<file path="src/rtl/pin_irq_pkg.sv">
// pin_irq_pkg: shared constants, FSM state encoding and index helpers for the
// GPIO pin interrupt arbiter (pin_irq_arbiter, pin_irq_pick).
package pin_irq_pkg;

  // Default arbitrated pin count and pin-ID width.
  localparam int NUM_PINS = 24;
  localparam int ID_W     = 5;

  // Maximum number of cycles spent waiting for the pin mux to drop the flag.
  localparam int DRAIN_CYCLES = 3;

  // Service sequence for one interrupt.
  typedef enum logic [1:0] {
    ST_IDLE    = 2'd0,
    ST_PRESENT = 2'd1,
    ST_CLEAR   = 2'd2,
    ST_DRAIN   = 2'd3
  } irq_state_t;

  // (a + b) mod n, valid for a < n and b < n.
  function automatic int wrap_add(input int a, input int b, input int n);
    int s;
    s = a + b;
    if (s >= n) s = s - n;
    return s;
  endfunction

  // (a + 1) mod n: the index following a, with n-1 followed by 0.
  function automatic int wrap_inc(input int a, input int n);
    return wrap_add(a, 1, n);
  endfunction

endpackage

</file>
<file path="src/rtl/pin_irq_pick.sv">
// pin_irq_pick: combinational priority pick over the eligible pins.
// With rr_en=1 the search starts at 'pointer' and wraps modulo NUM_PINS;
// with rr_en=0 the search starts at index 0 (lowest index wins).
module pin_irq_pick #(
  parameter int NUM_PINS = pin_irq_pkg::NUM_PINS,
  parameter int ID_W     = pin_irq_pkg::ID_W
) (
  input  logic [NUM_PINS-1:0] eligible,
  input  logic [ID_W-1:0]     pointer,
  input  logic                rr_en,
  output logic [ID_W-1:0]     winner,
  output logic                found
);
  import pin_irq_pkg::*;

  logic [ID_W-1:0]     base;
  logic [ID_W-1:0]     rot_idx [NUM_PINS];
  logic [NUM_PINS-1:0] rot;

  assign base = rr_en ? pointer : '0;

  // Rotate the request vector so that position 0 is the search start.
  for (genvar gi = 0; gi < NUM_PINS; gi++) begin : g_rot
    assign rot_idx[gi] = ID_W'(wrap_add(int'(base), gi, NUM_PINS));
    assign rot[gi]     = eligible[rot_idx[gi]];
  end

  // First set bit of the rotated vector; scanning downward lets the lowest
  // rotated position overwrite any later one.
  always_comb begin
    winner = '0;
    found  = 1'b0;
    for (int i = NUM_PINS - 1; i >= 0; i--) begin
      if (rot[i]) begin
        winner = rot_idx[i];
        found  = 1'b1;
      end
    end
  end

endmodule

</file>
<file path="src/rtl/pin_irq_arbiter.sv">
// pin_irq_arbiter: arbitrates latched per-pin GPIO interrupt flags into a
// single ID presented to the CPU, then pulses the matching clear line back to
// the pin mux and waits for the flag to drop before arbitrating again.
// Optional feature: define PIN_IRQ_RR_EN for round-robin selection; otherwise
// the lowest eligible pin wins and no pointer register exists.
module pin_irq_arbiter #(
  parameter int NUM_PINS = pin_irq_pkg::NUM_PINS,
  parameter int ID_W     = pin_irq_pkg::ID_W
) (
  input  logic                CLK,
  input  logic                RST_N,
  input  logic [NUM_PINS-1:0] INTR,
  input  logic [NUM_PINS-1:0] IRQ_MASK,
  output logic [NUM_PINS-1:0] IRQRES,
  output logic                IRQ_VALID,
  output logic [ID_W-1:0]     IRQ_ID,
  input  logic                IRQ_ACK,
  output logic                IRQ_ANY
);
  import pin_irq_pkg::*;

  localparam logic [1:0] DRAIN_LAST = 2'(DRAIN_CYCLES - 1);

  logic [NUM_PINS-1:0] eligible;
  logic [ID_W-1:0]     pick_winner;
  logic                pick_found;
  logic [ID_W-1:0]     pointer;
  logic                rr_en;
  logic                id_pin_pending;

  irq_state_t          state_reg;
  logic                valid_reg;
  logic [ID_W-1:0]     id_reg;
  logic [NUM_PINS-1:0] irqres_reg;
  logic                any_reg;
  logic [1:0]          drain_cnt_reg;

  logic                rst_meta_reg;
  logic                rst_sync_reg;

  assign eligible       = INTR & ~IRQ_MASK;
  assign id_pin_pending = INTR[id_reg];

  // Reset is asserted asynchronously but released through two flops, so the
  // edge that sees RST_N rise still holds the logic in its reset state.
  always_ff @(posedge CLK or negedge RST_N) begin
    if (!RST_N) begin
      rst_meta_reg <= 1'b0;
      rst_sync_reg <= 1'b0;
    end else begin
      rst_meta_reg <= 1'b1;
      rst_sync_reg <= rst_meta_reg;
    end
  end

`ifdef PIN_IRQ_RR_EN
  logic [ID_W-1:0] ptr_reg;

  // Round-robin pointer moves past the served pin as the clear pulse starts.
  always_ff @(posedge CLK or negedge RST_N) begin
    if (!RST_N) begin
      ptr_reg <= '0;
    end else if (!rst_sync_reg) begin
      ptr_reg <= '0;
    end else if (state_reg == ST_PRESENT && IRQ_ACK) begin
      ptr_reg <= ID_W'(wrap_inc(int'(id_reg), NUM_PINS));
    end
  end

  assign pointer = ptr_reg;
  assign rr_en   = 1'b1;
`else
  assign pointer = '0;
  assign rr_en   = 1'b0;
`endif

  pin_irq_pick #(
    .NUM_PINS (NUM_PINS),
    .ID_W     (ID_W)
  ) u_pick (
    .eligible (eligible),
    .pointer  (pointer),
    .rr_en    (rr_en),
    .winner   (pick_winner),
    .found    (pick_found)
  );

  // Service FSM with registered outputs: present, clear on accept, drain.
  always_ff @(posedge CLK or negedge RST_N) begin
    if (!RST_N) begin
      state_reg     <= ST_IDLE;
      valid_reg     <= 1'b0;
      id_reg        <= '0;
      irqres_reg    <= '0;
      any_reg       <= 1'b0;
      drain_cnt_reg <= '0;
    end else if (!rst_sync_reg) begin
      state_reg     <= ST_IDLE;
      valid_reg     <= 1'b0;
      id_reg        <= '0;
      irqres_reg    <= '0;
      any_reg       <= 1'b0;
      drain_cnt_reg <= '0;
    end else begin
      any_reg <= |eligible;
      case (state_reg)
        ST_IDLE: begin
          irqres_reg <= '0;
          if (pick_found) begin
            id_reg    <= pick_winner;
            valid_reg <= 1'b1;
            state_reg <= ST_PRESENT;
          end
        end
        ST_PRESENT: begin
          // ID is frozen here; masking or a dropped flag does not withdraw it.
          if (IRQ_ACK) begin
            valid_reg  <= 1'b0;
            irqres_reg <= NUM_PINS'(1) << id_reg;
            state_reg  <= ST_CLEAR;
          end
        end
        ST_CLEAR: begin
          irqres_reg    <= '0;
          drain_cnt_reg <= '0;
          state_reg     <= ST_DRAIN;
        end
        ST_DRAIN: begin
          if (!id_pin_pending || drain_cnt_reg == DRAIN_LAST) begin
            drain_cnt_reg <= '0;
            state_reg     <= ST_IDLE;
          end else begin
            drain_cnt_reg <= drain_cnt_reg + 2'd1;
          end
        end
        default: begin
          valid_reg  <= 1'b0;
          irqres_reg <= '0;
          state_reg  <= ST_IDLE;
        end
      endcase
    end
  end

  assign IRQ_VALID = valid_reg;
  assign IRQ_ID    = id_reg;
  assign IRQRES    = irqres_reg;
  assign IRQ_ANY   = any_reg;

endmodule

</file>
<file path="config.mk">
export PLATFORM = sky130hd
export DESIGN_NAME = pin_irq_arbiter
export DESIGN_NICKNAME = d
export VERILOG_FILES = /design/src/rtl/pin_irq_pkg.sv /design/src/rtl/pin_irq_pick.sv /design/src/rtl/pin_irq_arbiter.sv
export SDC_FILE = /design/constraint.sdc
export NUM_CORES = 1
export LEC_CHECK = 0
export CORE_AREA = 4 4 89 74
export CTS_CLUSTER_DIAMETER = 100
export DETAILED_ROUTE_END_ITERATION = 6
export DIE_AREA = 0 0 93 78
export PLACE_DENSITY = 0.72
export SETUP_SLACK_MARGIN = 0.1
export SYNTH_ARGS = -nofsm -noshare
export SYNTH_HDL_FRONTEND = slang
export SYNTH_SLANG_ARGS = --single-unit
</file>
<file path="constraint.sdc">
create_clock -name CLK -period 2.25 [get_ports CLK]
set_input_delay 0.45 -clock CLK [delete_from_list [all_inputs] [get_ports CLK]]
set_output_delay 0.45 -clock CLK [all_outputs]
set_load 0.02 [all_outputs]
</file>
==> summary.txt, run 1 <==
Die
  • Chip height: 78 um
  • Width of the chip: 93 um
  • Die Outline Area: 0.00725 mm2
  • Core region area: 0.00576 mm2
  • I/O Pins: 82
  • Starting Density: 38.5%
  • Number of rows in the core area: 25

Synthesis
  • Syn Inst Count: 233
  • Unique cell type count in the Yosys netlist: 44
  • Post-Syn Area per Cell: 9.50 um2
  • Primary flip-flop cell chosen by synthesis mapping: dfrtp_1
  • Synth warnings: 0
  • Net count after synthesis: 289
  • Share of flip-flops with an asynchronous set or reset after synthesis: 100%
  • Most frequently used cell type in the post-synthesis netlist: dfrtp_1
  • Fraction of synthesized cell area taken by the top area cell type: 41.8%
  • Top cells by count, synth: dfrtp_1, nand2_1, nor2b_1
  • Number of synthesized register bits: 37
  • Number of enable-type register cells in the synthesized netlist: 0
  • Biggest area consumer among synthesized cells: dfrtp_1
  • Register area share after synthesis: 41.8%
  • Dominant cells by area after synthesis: dfrtp_1, nor2b_1, o21ai_0
  • Post-synthesis instance area: 0.00221 mm2

Critical path
  • Critical-path maximum fanout: 3
  • Largest stage delay on the critical path: 0.41 ns
  • Highest-delay cell along the critical path: clkdlybuf4s50_1
  • Sort of element at the start of the critical path: input pin
  • Arrival time reported for the critical path endpoint: 2.28 ns
  • Required time of the critical path: 2.42 ns
  • Cells traversed along the worst timing path: clkdlybuf4s50_1 > nor2b_1 > nor4_2 > nand4_1 > nor2_2 > nor3_1 > a32o_1
  • Worst Setup End Kind: flop
  • Start-to-end type of the worst setup path: input pin to flop

Power and ir drop
  • Maximum ir drop on the vdd rail: 0.306 mV
  • Cell Pwr Density: 541 mW/mm2
  • Leakage power total: 1.46 nW

Clock tree
  • Sinks on the clock net: 37
  • Clock insertion delay at the later pin of the skew report: 0.29 ns
  • Clock Root Buffer: clkbuf_8
  • Clock tree buffer depth: 2
  • Postcts setup bufs: 0
  • Clock-pin transition on the worst setup and hold timing paths: 0.07 ns
  • Number of levels in the clock H-tree: 2
  • Num CTS Buffers: 5
  • Clock tree from TritonCTS: done

STA
  • Final Cycle Share: 93.8%
  • Hold Fails Final Rpt: 0
  • Setup violation total in the final timing report: 0
  • Setup repair after global routing missed its margin: no
  • Skew final: 0.00675 ns
  • Highest attainable clock frequency: 474 MHz
  • Minimum clock period: 2.11 ns
  • Max-slew violation count: 0

Place
  • Sum of net half-perimeters after detailed placement: 5330 um
  • Weighted congestion at the end of routability-driven global placement: 0.932
  • Number of buffer cells added on primary ports: 81
  • Post-Place Cells: 419

Cells and area
  • Max reg flops: 24
  • Count of non-filler cells in the finished layout: 427
  • Antenna cell count: 0
  • Area growth from synthesis to layout: 55.8%
  • End-of-flow core utilization: 59.9%
  • # nets final: 401
  • Share of cells above drive strength 1: 15.3%

Routing
  • Via-per-instance ratio: 5.10
  • DR vias: 2,177
  • Post-detailed-route count of antenna-violating nets: 0
  • DR pass1 iterations: 4
  • Violation count after the first detailed-route iteration: 146
  • DRC violation count after routing: 0
  • WL final: 6600 um
  • DR WL/cell: 15.5 um

GRT
  • Antenna violations before repair: 0
  • Aggregate global-route resource usage: 18.6%
  • Gr ovfl total: 0
  • Vias in the first global route: 2,228
  • Wire length of the first global-routing pass: 10,700 um
  • Pin count of the biggest net entering global routing: 38

Worst hold path
  • Class of the most critical hold timing path: flop to flop

Run status
  • Outcome: finished clean

Run
  • MaxCap Viol Count: 0
-- critical path: cells and delay by family --
family          cells  cell delay [ns]
buf+inv             1             0.41
simple gates        5             1.16
compound gates      1             0.27
-- repair_timing --
| action | in CTS | in global routing |
|---|---|---|
| setup endpoints to repair | 1 | 6 |
| resized for setup | 1 | 8 |
| pin swaps | 0 | 5 |
| hold buffers | 0 | 0 |
-- power breakdown --
group          internal, mW  switching, mW  leakage (nW)  total, mW
clock                 0.215          0.230        0.0450      0.444
sequential            0.708         0.0525         0.501      0.761
combinational         0.330          0.330         0.914      0.660
-- layer usage --
metal | vias up | wire, um | global-route usage [%]
met5 | - | 0 | 0
met4 | 0 | 57 | 3.37
met3 | 9 | 362 | 5.23
met2 | 69 | 3130 | 30.0
met1 | 1035 | 3050 | 25.1
li1 | 1064 | - | -
-- final cells by class --
class | count | area (um2)
timing repair buffer | 113 | 1050
multi-input combinational | 180 | 1260
fill | 523 | 2310
clock inverter | 2 | 10.0
clock buffer | 6 | 72.6
inverter | 8 | 30.0
sequential | 37 | 927
tap | 81 | 101
-- cells by family after synthesis --
group,count (synthesis),synth area share (%)
DFF,37,41.8
adders and majority gates,5,2.83
AOI/OAI and AO/OA,56,17.1
and+or+nand+nor,105,26.3
muxes,13,8.48
other,1,0.169
buffers and inverters,16,3.28
-- per-stage QoR --
stage	power (mW)	hold WS [ns]	setup slack (ns)	instance area, um2	TNS (ns)
after floorplan	1.11	0.154	0.323	2210	0
after global placement	1.41	0.332	-0.135	3320	-0.813
after detailed placement	1.42	0.336	-0.170	3320	-1.02
after CTS	1.85	0.347	0.110	3410	0
after global routing	1.97	0.363	0.0436	3450	0
final	1.87	0.347	0.140	3450	0
-- cells in the final DEF, fill, tap and decap left out, drive strengths merged, types with 2 or more instances in the layout --
master / count
clkbuf: 6
mux4: 4
a21oi: 10
nand2: 27
inv: 8
o21ai: 22
nor2b: 26
o31ai: 2
ha: 5
nor4: 4
nand3: 5
dfrtp: 37
nor2: 12
nor3b: 2
nand3b: 2
buf: 32
mux2i: 9
nor3: 6
a211oi: 2
a21boi: 2
a2111oi: 2
a32o: 5
and3: 3
nand4: 2
a22o: 6
clkinv: 2
nand2b: 11
clkdlybuf4s50: 81
-- final timing paths --
path / cells past startpoint / startpoint / endpoint / slack (ns)
worst min-delay path: 0 / rst_meta_reg / rst_sync_reg / 0.35
min in group asynchronous: 2 / RST_N / drain_cnt_reg[0] / 0.58
worst min register to register: 0 / rst_meta_reg / rst_sync_reg / 0.35
worst max-delay path: 7 / INTR[13] / IRQ_ID[1] / 0.14
max in group asynchronous: 2 / RST_N / IRQ_ID[1] / 1.31
worst max register to register: 7 / IRQ_ID[1] / state_reg[0] / 0.26
No activity file was read; power rests on OpenSTA's default activity.
==> run 2, diff against run 1 <==
GPL_TIMING_DRIVEN = 1   (was default)
==> results of run 2 <==
The final DEF is identical to that of run 1; final timing and power are the same.
